### config.mk
export PLATFORM = sky130hd
export DESIGN_NAME = pc_sequencer
export DESIGN_NICKNAME = d
export VERILOG_FILES = /design/src/rtl/pc_defs.sv /design/src/rtl/ras_stack.sv /design/src/rtl/pc_sequencer.sv
export SDC_FILE = /design/constraint.sdc
export NUM_CORES = 1
export LEC_CHECK = 0
export BUFFER_PORTS_ARGS = -buffer_cell sky130_fd_sc_hd__clkbuf_2
export CAP_MARGIN = 25
export CORE_MARGIN = 5
export CORE_UTILIZATION = 50
export CTS_BUF_LIST = sky130_fd_sc_hd__clkbuf_4 sky130_fd_sc_hd__clkbuf_8 sky130_fd_sc_hd__clkbuf_16
export DETAILED_ROUTE_END_ITERATION = 10
export PLACE_DENSITY = 0.72
export SYNTH_ARGS = -nofsm -noshare
export SYNTH_HDL_FRONTEND = slang
export SYNTH_SLANG_ARGS = --single-unit
### constraint.sdc
create_clock -name CLK -period 4 [get_ports CLK]
set_input_delay 0.6 -clock CLK [delete_from_list [all_inputs] [get_ports CLK]]
set_output_delay 0.6 -clock CLK [all_outputs]
set_load 0.01 [all_outputs]
### src/rtl/pc_defs.sv
// Shared control-flow definitions: branch op encodings, default reset vector
// and the condition evaluation used by the PC sequencer.
package pc_defs;

    typedef enum logic [2:0] {
        BR_NONE = 3'd0,
        BR_JUMP = 3'd1,
        BR_BEQ  = 3'd2,
        BR_BNE  = 3'd3,
        BR_BLT  = 3'd4,
        BR_BGE  = 3'd5,
        BR_CALL = 3'd6,
        BR_RET  = 3'd7
    } br_op_e;

    localparam logic [31:0] PC_RESET_VECTOR = 32'h0000_0000;
    localparam int          INSN_BYTES      = 4;

    // RET is not "taken" here: its target comes from the return stack.
    function automatic logic br_taken(input br_op_e op, input logic zero, input logic neg);
        logic taken;
        taken = 1'b0;
        case (op)
            BR_JUMP: taken = 1'b1;
            BR_BEQ:  taken = zero;
            BR_BNE:  taken = ~zero;
            BR_BLT:  taken = neg;
            BR_BGE:  taken = ~neg;
            BR_CALL: taken = 1'b1;
            default: taken = 1'b0;
        endcase
        return taken;
    endfunction

endpackage

### src/rtl/ras_stack.sv
// Circular return-address stack; push/pop take effect on the next rising edge,
// top-of-stack is combinational. Full pushes overwrite the oldest entry.
module ras_stack #(
    parameter  int WIDTH = 32,
    parameter  int DEPTH = 4,
    localparam int CNT_W = $clog2(DEPTH + 1),
    localparam int PTR_W = $clog2(DEPTH)
) (
    input  logic             i_clk,
    input  logic             i_reset,
    input  logic             i_push,
    input  logic             i_pop,
    input  logic [WIDTH-1:0] i_dat,
    output logic [WIDTH-1:0] o_top,
    output logic [CNT_W-1:0] o_count,
    output logic             o_ovf,
    output logic             o_unf
);

    localparam logic [CNT_W-1:0] FULL = CNT_W'(DEPTH);

    logic [WIDTH-1:0] r_mem [DEPTH];
    logic [PTR_W-1:0] r_ptr;
    logic [CNT_W-1:0] r_count;
    logic             r_ovf;
    logic             r_unf;
    logic [PTR_W-1:0] w_top_ptr;

    // r_ptr is the next write slot; the newest entry sits just below it.
    assign w_top_ptr = r_ptr - PTR_W'(1);
    assign o_top     = r_mem[w_top_ptr];
    assign o_count   = r_count;
    assign o_ovf     = r_ovf;
    assign o_unf     = r_unf;

    always_ff @(posedge i_clk) begin
        if (i_reset) begin
            r_ptr   <= '0;
            r_count <= '0;
            r_ovf   <= 1'b0;
            r_unf   <= 1'b0;
        end else if (i_push) begin
            r_ptr <= r_ptr + PTR_W'(1);
            if (r_count == FULL) begin
                r_ovf <= 1'b1;
            end else begin
                r_count <= r_count + CNT_W'(1);
            end
        end else if (i_pop) begin
            if (r_count == '0) begin
                r_unf <= 1'b1;
            end else begin
                r_ptr   <= r_ptr - PTR_W'(1);
                r_count <= r_count - CNT_W'(1);
            end
        end
    end

    // Entries are left uncleared on reset; the count gates their visibility.
    always_ff @(posedge i_clk) begin
        if (i_push && !i_reset) begin
            r_mem[r_ptr] <= i_dat;
        end
    end

endmodule

### src/rtl/pc_sequencer.sv
// Program-counter sequencer: PC updates one edge after inputs, NEXT_PC is combinational.
// STALL freezes PC and return stack; RESET overrides STALL and any branch op.
module pc_sequencer
    import pc_defs::*;
#(
    parameter  int                  PC_WIDTH     = 32,
    parameter  int                  OFFSET_WIDTH = 8,
    parameter  int                  RAS_DEPTH    = 4,
    parameter  logic [PC_WIDTH-1:0] RESET_VECTOR = PC_WIDTH'(PC_RESET_VECTOR),
    localparam int                  CNT_W        = $clog2(RAS_DEPTH + 1)
) (
    input  logic                    CLK,
    input  logic                    RESET,
    input  logic                    STALL,
    input  logic [2:0]              BR_OP,
    input  logic                    ZERO,
    input  logic                    NEG,
    input  logic [OFFSET_WIDTH-1:0] OFFSET,
    output logic [PC_WIDTH-1:0]     PC,
    output logic [PC_WIDTH-1:0]     NEXT_PC,
    output logic [CNT_W-1:0]        RAS_COUNT,
    output logic                    RAS_OVF,
    output logic                    RAS_UNF
);

    logic [PC_WIDTH-1:0] r_pc;
    logic [PC_WIDTH-1:0] w_seq;
    logic [PC_WIDTH-1:0] w_off_ext;
    logic [PC_WIDTH-1:0] w_target;
    logic [PC_WIDTH-1:0] w_ras_top;
    logic [PC_WIDTH-1:0] w_next_pc;
    logic [CNT_W-1:0]    w_ras_count;
    logic                w_ras_ovf;
    logic                w_ras_unf;
    logic                w_taken;
    logic                w_push;
    logic                w_pop;
    br_op_e              w_op;

    assign w_op      = br_op_e'(BR_OP);
    assign w_seq     = r_pc + PC_WIDTH'(INSN_BYTES);
    assign w_off_ext = PC_WIDTH'(signed'(OFFSET));
    assign w_target  = w_seq + (w_off_ext << 2);
    assign w_taken   = br_taken(w_op, ZERO, NEG);

    always_comb begin
        w_next_pc = w_seq;
        if (w_taken) begin
            w_next_pc = w_target;
        end else if (w_op == BR_RET && w_ras_count != '0) begin
            w_next_pc = w_ras_top;
        end
    end

    assign w_push = !STALL && (w_op == BR_CALL);
    assign w_pop  = !STALL && (w_op == BR_RET);

    ras_stack #(
        .WIDTH (PC_WIDTH),
        .DEPTH (RAS_DEPTH)
    ) u_ras (
        .i_clk   (CLK),
        .i_reset (RESET),
        .i_push  (w_push),
        .i_pop   (w_pop),
        .i_dat   (w_seq),
        .o_top   (w_ras_top),
        .o_count (w_ras_count),
        .o_ovf   (w_ras_ovf),
        .o_unf   (w_ras_unf)
    );

    always_ff @(posedge CLK) begin
        if (RESET) begin
            r_pc <= RESET_VECTOR;
        end else if (!STALL) begin
            r_pc <= w_next_pc;
        end
    end

    assign PC        = r_pc;
    assign NEXT_PC   = w_next_pc;
    assign RAS_COUNT = w_ras_count;
    assign RAS_OVF   = w_ras_ovf;
    assign RAS_UNF   = w_ras_unf;

endmodule

==> results of run 1 <==
[routing by layer]
metal / vias up / share of wire [%] / track usage, %
li1: 3505 / - / -
met1: 3804 / 43 / 34.49
met2: 302 / 48 / 39.74
met3: 56 / 6.7 / 3.644
met4: 0 / 3.1 / 10.35
met5: - / 0 / 0
[synth_stat cells, drive strengths merged, types with 20 or more instances]
library cell,n
dfxtp,39
nand3,24
xnor2,32
a21oi,56
o21ai,38
mux4,32
nor2,74
o21a,20
clkbuf,29
inv,22
ha,40
nand2,66
edfxtp,128
[power breakdown]
part           internal (mW)  leakage, nW  switching [mW]
clock                  0.954        0.290           0.733
sequential              1.93         1.51          0.0483
combinational          0.681         3.16           0.807
[area by class of cell]
type	instances	share of cell area (%)
Multi-Input combinational cell	572	40.13
Sequential cell	167	37.67
Timing Repair Buffer	258	14.29
Clock buffer	18	3.562
Tap cell	229	2.324
Clock inverter	14	1.319
Inverter	23	0.7104
[kinds of logic after synthesis]
group | share of synthesized area [%]
mux | 10.04
compound gates | 13.75
fa+ha+maj | 5.870
simple gates | 12.60
flops | 50.22
buf+inv | 2.867
xor+xnor | 4.660
[per-stage QoR]
step	utilization [%]	instance area (sq um)	total power [mW]	setup WS [ps]	std cells
2_1_floorplan	-	9219	2.709	9.573	804
3_3_place_gp	59.89	10800	3.248	-108.1	1210
3_5_place_dp	59.89	10800	3.259	-158.5	1210
4_1_cts	67.24	12120	5.087	-283.0	1275
5_1_grt	68.40	12330	5.358	-476.6	1281
6_report	68.40	12330	5.156	-380.4	1281
[sequential cells by signal, summed over array words and instances, names as in the netlist]
register	flops
u_ras.r_mem	128
PC	32
u_ras.o_count	3
u_ras.r_ptr	2
u_ras.o_ovf	1
u_ras.o_unf	1
[worst min path at each step]
stage / to / slack (ps)
floorplan: u_ras.o_ovf$_SDFFE_PP0P_ / 470
global placement: u_ras.o_ovf$_SDFFE_PP0P_ / 430
detailed placement: u_ras.o_ovf$_SDFFE_PP0P_ / 450
CTS: u_ras.o_ovf$_SDFFE_PP0P_ / 460
global route: u_ras.o_ovf$_SDFFE_PP0P_ / 470
finish: u_ras.o_ovf$_SDFFE_PP0P_ / 450
[worst reg2reg max path, cell delays in order (launching register included)]
cell and delay [ps]:
dfxtp_2 360, nand4_4 110, or4_4 580, nor2_4 200, buf_6 140, xnor2_4 80, ha_1 360, buf_6 130
nand4_1 210, nor3_2 290, buf_4 160, nand3_2 110, a21oi_2 170, mux2i_1 110, buf_4 140, buf_4 120
buf_4 120, buf_4 120, buf_4 120, buf_4 120, buf_4 120, o22ai_2 70
[placed cells by master, fill, tap and decap left out, drive strengths merged, types with 4 or more instances in the layout]
| master | n |
|---|---|
| o21bai | 4 |
| mux2i | 17 |
| o21ai | 38 |
| or3 | 12 |
| nand3 | 24 |
| a21o | 11 |
| clkbuf | 99 |
| o211ai | 11 |
| buf | 177 |
| o22ai | 7 |
| o211a | 4 |
| a211oi | 6 |
| xor2 | 17 |
| and2 | 6 |
| and4 | 4 |
| a31oi | 6 |
| inv | 28 |
| nand2 | 66 |
| dfxtp | 39 |
| a21oi | 56 |
| xnor2 | 32 |
| nor2 | 74 |
| and3 | 6 |
| clkinv | 5 |
| nor3 | 10 |
| nand4 | 13 |
| ha | 40 |
| o21a | 20 |
| edfxtp | 128 |
| mux4 | 32 |
| nand2b | 7 |
[what timing repair did]
| item | 4_1_cts | 5_1_grt |
|---|---|---|
| setup buffers | 34 | 6 |
| setup endpoints to repair | 20 | 23 |
| hold buffers | 0 | 0 |
| pin swaps | 46 | 10 |
| endpoints found under the hold margin | 0 | 0 |
| resized for setup | 107 | 40 |
==> flow_summary.ini, run 1 <==
[clock_network]
cts-root-buf = clkbuf_16
cts.path.max_buffers = 2
cts.sinks = 167
numCtsBuffers = 17
clk_latency_ps = 440
cts_tree = built
htree_num_levels = 4
clk_pin_slew_ps = 70

[global_route]
grt_max_degree = 37
antenna_found_initial = 0
grt_pass1_wl_um = 41850
grt.total_usage_pct = 24.97
grt_pass1_vias = 7633
grt-ovfl-total = 0

[layout]
area_delta_synth_final_pct = 33.89
antenna_cells = 0
seqCellArea_sq_um = 4644
layout-drive-gt1-share_pct = 43.06
nets = 1097
nFillCells = 1243
multiInputGateArea_sq_um = 4947

[route]
drc_errors = 0
drt_wl_total_um = 26950
detail-route-antenna-nets = 0
vias_per_cell = 5.985
drtPass1Iterations = 5
drtIter0Drc = 824
vias = 7667
avgRoutedWirePerCell_um = 21.03

[timing]
fin_ws_ps = -380.4
fin_crit_ps = 4380
period_share_pct = 109.5
grt_setup_unrepaired = yes
tightestPinTransition_ps = 1061
finalSetupTns_ps = -3573
whs_ps = 450.9
drv_slew = 0
hold_violations = 0
slew_headroom_pct = 29.21
finalSetupViolations = 13
skew_ps = 13.98
max_freq_mhz = 228.3

[logic_synthesis]
synth-edff-count = 128
synthFlopType = edfxtp_1
syn_nets = 862
seq_area_frac_synth_pct = 50.22
synth_area_leaders = edfxtp_1 42%, dfxtp_1 8.5%, mux4_2 7.8%
synth_area_sq_um = 9209
syn_area_per_cell_sq_um = 11.45
ys.warnings.count = 0
async_flop_share_pct = 0
ys_ff_latch = 167
yosys.cell_types.count = 69
synth_top_area_share_pct = 41.74
netlist_instances = 804
yosys.area.top_type = edfxtp_1

[setup_path]
critPathLaunch = PC[8]$_SDFFE_PP0N_
cp_slowest_cell = or4_4
path_depth = 14
path_buf_inv = 2
cp-end-kind = primary output
reg2reg_depth = 21
slowest_delay_ps = 580
crit_end = NEXT_PC[25]
critPathTopFamily = simple AND/OR/NAND/NOR gates
worstPathMaxFanout = 5
critical_path_required_ps = 3400
crit_type = flip-flop to primary output
crit_chain = nand4_4, or4_4, nor2_4, nand3_2, xnor2_2, ha_1, buf_6, nand4_1, nor2_1, a2bb2oi_2, o21ai_2, or3_4, a31o_2, clkbuf_2
worstReg2RegEnd = PC[31]$_SDFFE_PP0N_
regToRegSetupSlack_ps = 30
r2r_start = PC[8]$_SDFFE_PP0N_
start_kind = flip-flop
arrival_ps = 3780

[worst_hold_path]
min_from = u_ras.o_ovf$_SDFFE_PP0P_
hold_path_class = flip-flop to flip-flop
hold-path-cell-count = 2

[floorplanning]
fp-row-count = 49
ios = 85
die_area_sq_um = 21230
core_area_sq_um = 18020
die_w_um = 145.7
initial_core_util_pct = 51.09
die_height_um = 145.7

[placed_design]
io_buffers = 84
place_hpwl_um = 17570
place_congestion = 0.9263

[outcome]
outcome = finished with violations
violations = setup timing

[power_and_ir_drop]
max-vdd-ir-drop_mv = 0.3322
leakage_nw = 4.958
p_per_area_nw_per_um2 = 418.2

[flow_run]
cap_viol_max_count = 0
No activity file was read; power rests on OpenSTA's default activity.
==> inputs of run 2 (changes only) <==
- SKIP_CTS_REPAIR_TIMING: not set -> 1
- TNS_END_PERCENT: not set -> 10
==> flow_summary.ini, run 2 (synthesis gave the netlist of run 1 again) <==
[outcome]
outcome = finished with violations
violations = setup timing

[setup_path]
cp_slowest_cell = or4_4
cp_common_cell = a21oi_1
crit_chain = nand4_4, or4_4, nor2_4, nand3_1, xnor2_2, ha_4, a21o_1, a21oi_1, o211ai_1, buf_4, a21oi_1, xor2_1, o22ai_2, clkbuf_2
path_buf_inv = 2
r2r_start = PC[11]$_SDFFE_PP0N_
crit_type = flip-flop to primary output
cp-end-kind = primary output
worstReg2RegEnd = PC[25]$_SDFFE_PP0N_
worstPathMaxFanout = 5
slowest_delay_ps = 630
start_kind = flip-flop
regToRegSetupSlack_ps = 300
critical_path_required_ps = 3400
reg2reg_depth = 14
arrival_ps = 3780
critPathTopFamily = simple AND/OR/NAND/NOR gates

[route]
avgRoutedWirePerCell_um = 21.47
maxUsedRoutingLayer = met4
drtPass1Iterations = 5
drt_wl_total_um = 26930
detail-route-antenna-nets = 0
vias_per_cell = 6.014
drc_errors = 0
routed-wl-met3_um = 2017
met1Wirelength_um = 11510
drtIter0Drc = 755
vias = 7541
wl_met2_um = 12860

[layout]
layout-drive-gt1-share_pct = 39.32
nets = 1070
final_common_cell = buf_4
area_delta_synth_final_pct = 31.39
final_util_pct = 67.12
max_flop_register = u_ras.r_mem
largest_register_ffs = 128
finalInstanceArea_sq_um = 12100
final_cell_mix = 138 x buf_4, 128 x edfxtp_1, 77 x clkbuf_2, 65 x nor2_1, 64 x nand2_1
antenna_cells = 0
post_layout_nonfiller_instances = 1254

[power_and_ir_drop]
p_int_mw = 3.523
p_per_area_nw_per_um2 = 421.2
p_seq_share_pct = 38.9
swShare_pct = 30.87
p_sw_mw = 1.573
clkPwrFrac_pct = 32.8
pwr-share-comb_pct = 28.3
max-vdd-ir-drop_mv = 0.3231
total_power_mw = 5.096
leakage_nw = 4.845

[timing]
finalSetupTns_ps = -4382
period_share_pct = 109.5
slew_headroom_pct = 42.11
max_freq_mhz = 228.3
drv_slew = 0
hold_violations = 0
finalSetupViolations = 18
tightestPinTransition_ps = 868.4
whs_ps = 448.7
skew_ps = 6.835
fin_ws_ps = -380.0
fin_crit_ps = 4380
grt_setup_unrepaired = yes

[clock_network]
numCtsBuffers = 17
cts-root-buf = clkbuf_16
htree_num_levels = 4
cts.path.max_buffers = 2
clk_pin_slew_ps = 70
cts_tree = built
clk_latency_ps = 430
cts.sinks = 167

[floorplanning]
fp-row-count = 49
core_area_sq_um = 18020
die_height_um = 145.7
ios = 85
initial_core_util_pct = 51.09
die_w_um = 145.7
die_area_sq_um = 21230

[placed_design]
place_hpwl_um = 17600
placed_cells = 1214
pre_cts_slack_ps = -43.31
place_congestion = 0.9377
placed_area_sq_um = 10810
io_buffers = 84

[global_route]
grt_pass1_vias = 7325
grt_pass1_wl_um = 40480
grt-ovfl-total = 0
grt_max_degree = 40
grt.total_usage_pct = 24.07
antenna_found_initial = 0

[worst_hold_path]
min_from = u_ras.o_ovf$_SDFFE_PP0P_
hold_path_class = flip-flop to flip-flop
min_to = u_ras.o_ovf$_SDFFE_PP0P_
hold-path-cell-count = 2

[flow_run]
cap_viol_max_count = 0
## run 2: worst max-delay path by stage
| stage | from | to | depth (start not counted) |
|---|---|---|---|
| 5_1_grt | PC[8]$_SDFFE_PP0N_ | NEXT_PC[23] | 14 |
| 6_report | PC[11]$_SDFFE_PP0N_ | NEXT_PC[23] | 14 |
| 2_1_floorplan | PC[2]$_SDFFE_PP0N_ | NEXT_PC[25] | 14 |
| 3_3_place_gp | PC[7]$_SDFFE_PP0N_ | NEXT_PC[22] | 16 |
| 4_1_cts | PC[2]$_SDFFE_PP0N_ | NEXT_PC[29] | 14 |
| 3_5_place_dp | PC[2]$_SDFFE_PP0N_ | NEXT_PC[29] | 14 |
## run 2: layout make-up
class | count | area, sq um
repair buffers | 231 | 1583
clock buffers | 18 | 432.9
well taps | 229 | 286.5
flip-flops and latches | 167 | 4641
inverters | 23 | 86.33
fillers | 1317 | 5926
multi-input cells | 572 | 4908
clock inverters | 14 | 161.4
## run 2: metal layers
layer,up-vias,GRT usage [%]
met5,-,0
met4,0,6.530
met3,49,5.076
met2,313,38.09
met1,3729,33.91
li1,3450,-
## run 2: worst min-delay path, cell delays in order, from the launching register on
cell and delay [ps]:
dfxtp_1 310, inv_1 50, a21oi_1 50
## run 2: power groups by stage
| stage | clock, mW | combinational (mW) | sequential (mW) |
|---|---|---|---|
| final | 1.67 | 1.44 | 1.98 |
| after global routing | 1.77 | 1.55 | 1.99 |
| after detailed placement | 0 | 1.26 | 2.01 |
| after CTS | 1.69 | 1.27 | 1.97 |
| after global placement | 0 | 1.25 | 2.01 |
| after floorplan | 0 | 0.680 | 2.03 |
